===== src/rtl/ac97_playback_sched_if.sv =====
// Upstream stereo sample stream into the playback scheduler (valid/ready).
interface ac97_playback_sched_if;
    logic        in_valid;
    logic [15:0] in_left;
    logic [15:0] in_right;
    logic        in_ready;

    modport master (output in_valid, output in_left, output in_right, input in_ready);
    modport slave  (input in_valid, input in_left, input in_right, output in_ready);
endinterface


===== src/rtl/ac97_playback_sched.sv =====
// Buffers upstream stereo samples and presents one per codec frame, changing
// PCM outputs only in the single cycle the codec latches them.
module ac97_playback_sched #(
    parameter int DEPTH         = 4,
    parameter bit UNDERRUN_ZERO = 1'b0
) (
    input  logic                     clk,
    input  logic                     reset_n,
    input  logic                     enable,
    ac97_playback_sched_if.slave     up,
    input  logic                     accept,
    output logic [15:0]              pcm_left,
    output logic [15:0]              pcm_right,
    output logic                     frame_tick,
    output logic [$clog2(DEPTH):0]   fifo_level,
    output logic [15:0]              underrun_cnt,
    input  logic                     clr_underrun
);
    localparam int PW = $clog2(DEPTH);
    localparam int LW = PW + 1;

    logic [31:0]   mem_q [DEPTH];
    logic [31:0]   mem_d [DEPTH];
    logic [PW-1:0] wr_ptr_q, wr_ptr_d;
    logic [PW-1:0] rd_ptr_q, rd_ptr_d;
    logic [LW-1:0] count_q, count_d;
    logic          in_ready_q, in_ready_d;
    logic          accept_dly_q, accept_dly_d;
    logic          frame_tick_q, frame_tick_d;
    logic [31:0]   held_q, held_d;
    logic [15:0]   urun_q, urun_d;

    logic          rise, empty, push, pop, underrun;
    logic [31:0]   nxt;

    // rise matches the codec's own one-pulse on its accept level
    assign rise     = accept & ~accept_dly_q;
    assign empty    = (count_q == '0);
    assign push     = up.in_valid & in_ready_q;
    assign pop      = rise & enable & ~empty;
    assign underrun = rise & enable & empty;

    always_comb begin
        nxt = '0;
        if (enable) begin
            if (!empty)
                nxt = mem_q[rd_ptr_q];
            else if (!UNDERRUN_ZERO)
                nxt = held_q;
        end
    end

    always_comb begin
        for (int i = 0; i < DEPTH; i++) mem_d[i] = mem_q[i];
        if (push) mem_d[wr_ptr_q] = {up.in_left, up.in_right};
        wr_ptr_d     = wr_ptr_q + PW'(push);
        rd_ptr_d     = rd_ptr_q + PW'(pop);
        count_d      = count_q + LW'(push) - LW'(pop);
        // ready follows full only; a pop this cycle frees space next cycle
        in_ready_d   = (count_d != LW'(DEPTH));
        accept_dly_d = accept;
        frame_tick_d = rise;
        held_d       = rise ? nxt : held_q;
        urun_d       = urun_q;
        if (clr_underrun)
            urun_d = '0;
        else if (underrun && urun_q != 16'hFFFF)
            urun_d = urun_q + 16'd1;
    end

    always_ff @(posedge clk or negedge reset_n) begin
        if (!reset_n) begin
            for (int i = 0; i < DEPTH; i++) mem_q[i] <= '0;
            wr_ptr_q     <= '0;
            rd_ptr_q     <= '0;
            count_q      <= '0;
            in_ready_q   <= 1'b1;
            accept_dly_q <= 1'b0;
            frame_tick_q <= 1'b0;
            held_q       <= '0;
            urun_q       <= '0;
        end else begin
            for (int i = 0; i < DEPTH; i++) mem_q[i] <= mem_d[i];
            wr_ptr_q     <= wr_ptr_d;
            rd_ptr_q     <= rd_ptr_d;
            count_q      <= count_d;
            in_ready_q   <= in_ready_d;
            accept_dly_q <= accept_dly_d;
            frame_tick_q <= frame_tick_d;
            held_q       <= held_d;
            urun_q       <= urun_d;
        end
    end

    assign {pcm_left, pcm_right} = rise ? nxt : held_q;
    assign up.in_ready           = in_ready_q;
    assign frame_tick            = frame_tick_q;
    assign fifo_level            = count_q;
    assign underrun_cnt          = urun_q;
endmodule


===== src/flat_wrapper.sv =====
// flat-port wrapper written by rule: the top's interface ports become plain ports
module ac97_playback_sched_flat 
#(
    parameter int DEPTH         = 4,
    parameter bit UNDERRUN_ZERO = 1'b0
)
  (clk, reset_n, enable, accept, pcm_left, pcm_right, frame_tick, fifo_level, underrun_cnt, clr_underrun, up_in_valid, up_in_left, up_in_right, up_in_ready);
  ac97_playback_sched_if up_i ();
  input  logic clk;
  input  logic reset_n;
  input  logic enable;
  input  logic accept;
  output logic [15:0] pcm_left;
  output logic [15:0] pcm_right;
  output logic frame_tick;
  output logic [$clog2(DEPTH):0] fifo_level;
  output logic [15:0] underrun_cnt;
  input  logic clr_underrun;
  input wire logic [$bits(up_i.in_valid)-1:0] up_in_valid;
  input wire logic [$bits(up_i.in_left)-1:0] up_in_left;
  input wire logic [$bits(up_i.in_right)-1:0] up_in_right;
  output wire logic [$bits(up_i.in_ready)-1:0] up_in_ready;
  assign up_i.in_valid = up_in_valid;
  assign up_i.in_left = up_in_left;
  assign up_i.in_right = up_in_right;
  assign up_in_ready = up_i.in_ready;
  ac97_playback_sched #(.DEPTH(DEPTH), .UNDERRUN_ZERO(UNDERRUN_ZERO)) u_core (.clk(clk), .reset_n(reset_n), .enable(enable), .up(up_i), .accept(accept), .pcm_left(pcm_left), .pcm_right(pcm_right), .frame_tick(frame_tick), .fifo_level(fifo_level), .underrun_cnt(underrun_cnt), .clr_underrun(clr_underrun));
endmodule

===== config.mk =====
export PLATFORM = sky130hd
export DESIGN_NAME = ac97_playback_sched_flat
export DESIGN_NICKNAME = d
export VERILOG_FILES = /design/src/rtl/ac97_playback_sched_if.sv /design/src/rtl/ac97_playback_sched.sv /design/src/flat_wrapper.sv
export SDC_FILE = /design/constraint.sdc
export NUM_CORES = 1
export LEC_CHECK = 0
export CORE_MARGIN = 4
export CORE_UTILIZATION = 50
export DETAILED_ROUTE_END_ITERATION = 8
export PLACE_DENSITY = 0.81
export SYNTH_ARGS = -nofsm -noshare
export SYNTH_HDL_FRONTEND = slang
export SYNTH_SLANG_ARGS = --single-unit

===== constraint.sdc =====
create_clock -name clk -period 2.15 [get_ports clk]
set_input_delay 0.215 -clock clk [delete_from_list [all_inputs] [get_ports clk]]
set_output_delay 0.215 -clock clk [all_outputs]
set_load 0.02 [all_outputs]

==> run summary <==
Status = complete, but fails checks
Failing checks = setup timing
HPWL after DPL = 11800 um
Most common cell in the netlist = dfrtp_1
Pins Over Slew Limit = 0
Worst-Margin Slew = 0.515 ns
Clock network power share = 0.203
CTS buffer count = 17
Setup violations, final = 31
Number of buffers added on ports = 90
Met3 wire length = 775 um
CP max FO = 8
Switch Pwr = 0.00455 W
Cell breakdown of the critical path = buf_12 -> buf_12 -> mux4_2 -> a22o_1 -> buf_6
Mapped Area = 7910 um^2
Crit. End Element = primary output
Largest net degree at the start of global routing = 58
Slowest-stage cell, CP = mux4_2
1st-iter DRT viols = 275
Internal power = 0.0103 W
Skew final = 0.00927 ns
Net Count, Synth = 554
Tcrit/Tclk final = 1.03
Clock latency on the worst-skew pair = 0.43 ns
Initial antenna violation count = 0
FP Rows = 45
Synthesis Warnings = 0
RR Startpoint = u_core.fifo_level[0]$_DFF_PN0_
FF-to-FF path depth = 10
WL final = 17900 um
Post-synthesis cell type count = 38
Commonest cells post-synth = dfrtp_1 (185), mux2_2 (130), a22o_1 (32), mux4_2 (32), clkbuf_1 (19)
Vias = 5006
RSZ-0062 raised after global routing = true
IO Count = 91
Worst hold slack = 0.329 ns
Final Hold Vio Count = 0
Critical path class = reg -> out
Sequential share of power = 0.398
Sw Ratio = 0.306
Final worst-path setup slack = -0.0564 ns
Post-synth top area share = 0.586
Vias in the first global route = 5642
Async SR Flop Fraction = 1.00
Top Layer Used = met4
Initial Util = 0.514
Worst Setup Start Kind = flop
Area grow syn2layout = 27.4%
Placed Area = 9390 um^2
Inserted Diodes = 0
Worst vdd ir = 0.00103 V
Pwr/cell area = 1480 nW/um^2
Lkg Pwr = 4.32 nW
Number of synthesized flops with an enable pin = 0
All-Layer GR Usage = 0.211
Worst r2r dst = u_core.up.in_ready$_DFF_PN1_
Max Clk Rate = 453 MHz
Design area = 10100 um^2
CTS Buffer Depth = 2
Via/cell ratio = 5.77
GRT overflow = 0
First-pass GRT wire length = 29700 um
CTS tree = built
Final net count = 687
Final critical-path required period = 2.21 ns
CTS Sinks = 186
Met1 wire length = 7560 um
Combinational share of power = 0.399
Ratio of cells with drive above 1 in the final layout = 0.443
Cell count after synthesis = 512
Prevailing post-synth register cell = dfrtp_1
Register area share after synthesis = 0.589
Cell taking the most area after synthesis = dfrtp_1
Die area = 17900 um^2
Seq cells post-synth = 186
Worst Path Arrival = 1.99 ns
Die Wd = 134 um
Most frequent CP cell = buf_12
Number of max-capacitance violations reported = 0
Setup TNS = -0.821 ns
HP Class = in -> async
Drc violations = 0
Root Buffer = clkbuf_16
Routability Congestion = 0.780
Crit path required time = 1.93 ns
R2r setup slk = 0.05 ns
Met2 WL = 9260 um
Worst path max stage delay = 0.53 ns
Pre-antenna DRT Iters = 4
Core area = 15400 um^2
Clk slew on worst S/H paths = 0.06 ns
Syn_area_per_cell = 15.4 um^2
Die Height = 134 um
Synth top area cells = dfrtp_1 (59%), mux2_2 (19%), mux4_2 (9.1%)
H-Tree Level Count = 4
Remaining antenna violation count = 0
Max-slew headroom = 0.656
WL/cell = 20.6 um
[power by group through the flow]
stage	Combinational, W	Sequential, W	Clock [W]
global placement	0.00554	0.00579	0
CTS	0.00592	0.00591	0.00307
finish	0.00594	0.00592	0.00303
global route	0.00634	0.00609	0.00323
detailed placement	0.00573	0.00596	0
floorplan	0.00386	0.00569	0
[flip-flops by register name (all words and copies together) (netlist names)]
| name | flops |
|---|---|
| u_core.accept_dly_q | 1 |
| u_core.fifo_level | 3 |
| u_core.frame_tick | 1 |
| u_core.held_q | 32 |
| u_core.mem_q | 128 |
| u_core.rd_ptr_q | 2 |
| u_core.underrun_cnt | 16 |
| u_core.up.in_ready | 1 |
| u_core.wr_ptr_q | 2 |
[metrics by stage]
| step | total power [W] | utilization | instances | worst slack, ns |
|---|---|---|---|---|
| floorplan | 0.00954 | - | 512 | -0.0195 |
| global placement | 0.0113 | 0.611 | 822 | -0.268 |
| detailed placement | 0.0117 | 0.611 | 822 | -0.342 |
| CTS | 0.0149 | 0.652 | 865 | -0.0766 |
| global route | 0.0157 | 0.655 | 868 | -0.110 |
| finish | 0.0149 | 0.655 | 868 | -0.0564 |
[layout make-up]
class                      count  area (um^2)
fill                        1097         5300
tap                          211          264
multi-input combinational    294         3170
sequential                   186         4660
clock inverter                12          125
clock buffer                  19          443
timing repair buffer         143         1400
inverter                       3         11.3
[critical path: cells and delay by family (launching register included)]
family | cells | cell delay, ns
compound gates | 1 | 0.23
buf+inv | 3 | 0.42
flops | 1 | 0.38
mux | 1 | 0.53
[timing repair]
action,in CTS,in global routing
buffers inserted,9,3
hold endpoints to repair,53,0
hold buffers,1,0
setup endpoints to repair,35,36
cloned,2,0
pin swaps,7,9
resized for setup,150,11
[worst max-delay path by stage]
stage / from / slack (ns) / depth (start not counted) / end
6_report: u_core.rd_ptr_q[0]$_DFF_PN0_ / -0.06 / 5 / pcm_right[8]
3_3_place_gp: enable / -0.27 / 7 / pcm_left[15]
4_1_cts: u_core.rd_ptr_q[0]$_DFF_PN0_ / -0.08 / 5 / pcm_right[12]
5_1_grt: u_core.rd_ptr_q[0]$_DFF_PN0_ / -0.11 / 5 / pcm_right[5]
2_1_floorplan: u_core.up.in_ready$_DFF_PN1_ / -0.02 / 5 / u_core.mem_q[100]$_DFFE_PN0P_
3_5_place_dp: accept / -0.34 / 10 / u_core.up.in_ready$_DFF_PN1_
[per-layer routing]
layer	up-vias	GRT usage
li1	2210	-
met1	2645	0.266
met2	128	0.366
met3	23	0.0502
met4	0	0.0611
met5	-	0
[layout by cell type, fill, tap and decap left out, drive strengths merged, types with 4 or more instances in the layout]
cell type	instances
or3	4
nand4	6
buf	84
nor2	6
inv	4
mux2	130
nand3	8
dfrtp	185
o31ai	8
nand2	7
nor3	4
nand3b	4
clkdlybuf4s50	57
a22o	32
mux4	32
clkinv	6
o21ai	4
or4	11
a21oi	12
clkbuf	20
[kinds of logic after synthesis]
family	share of synthesized area
flip-flops	0.589
multiplexers	0.276
AO/OA/AOI/OAI	0.0592
AND/OR/NAND/NOR	0.0472
buffers and inverters	0.0155
XOR/XNOR	0.00554
adder cells (fa/ha/maj)	0.00728
(Power assumes the default switching activity.)
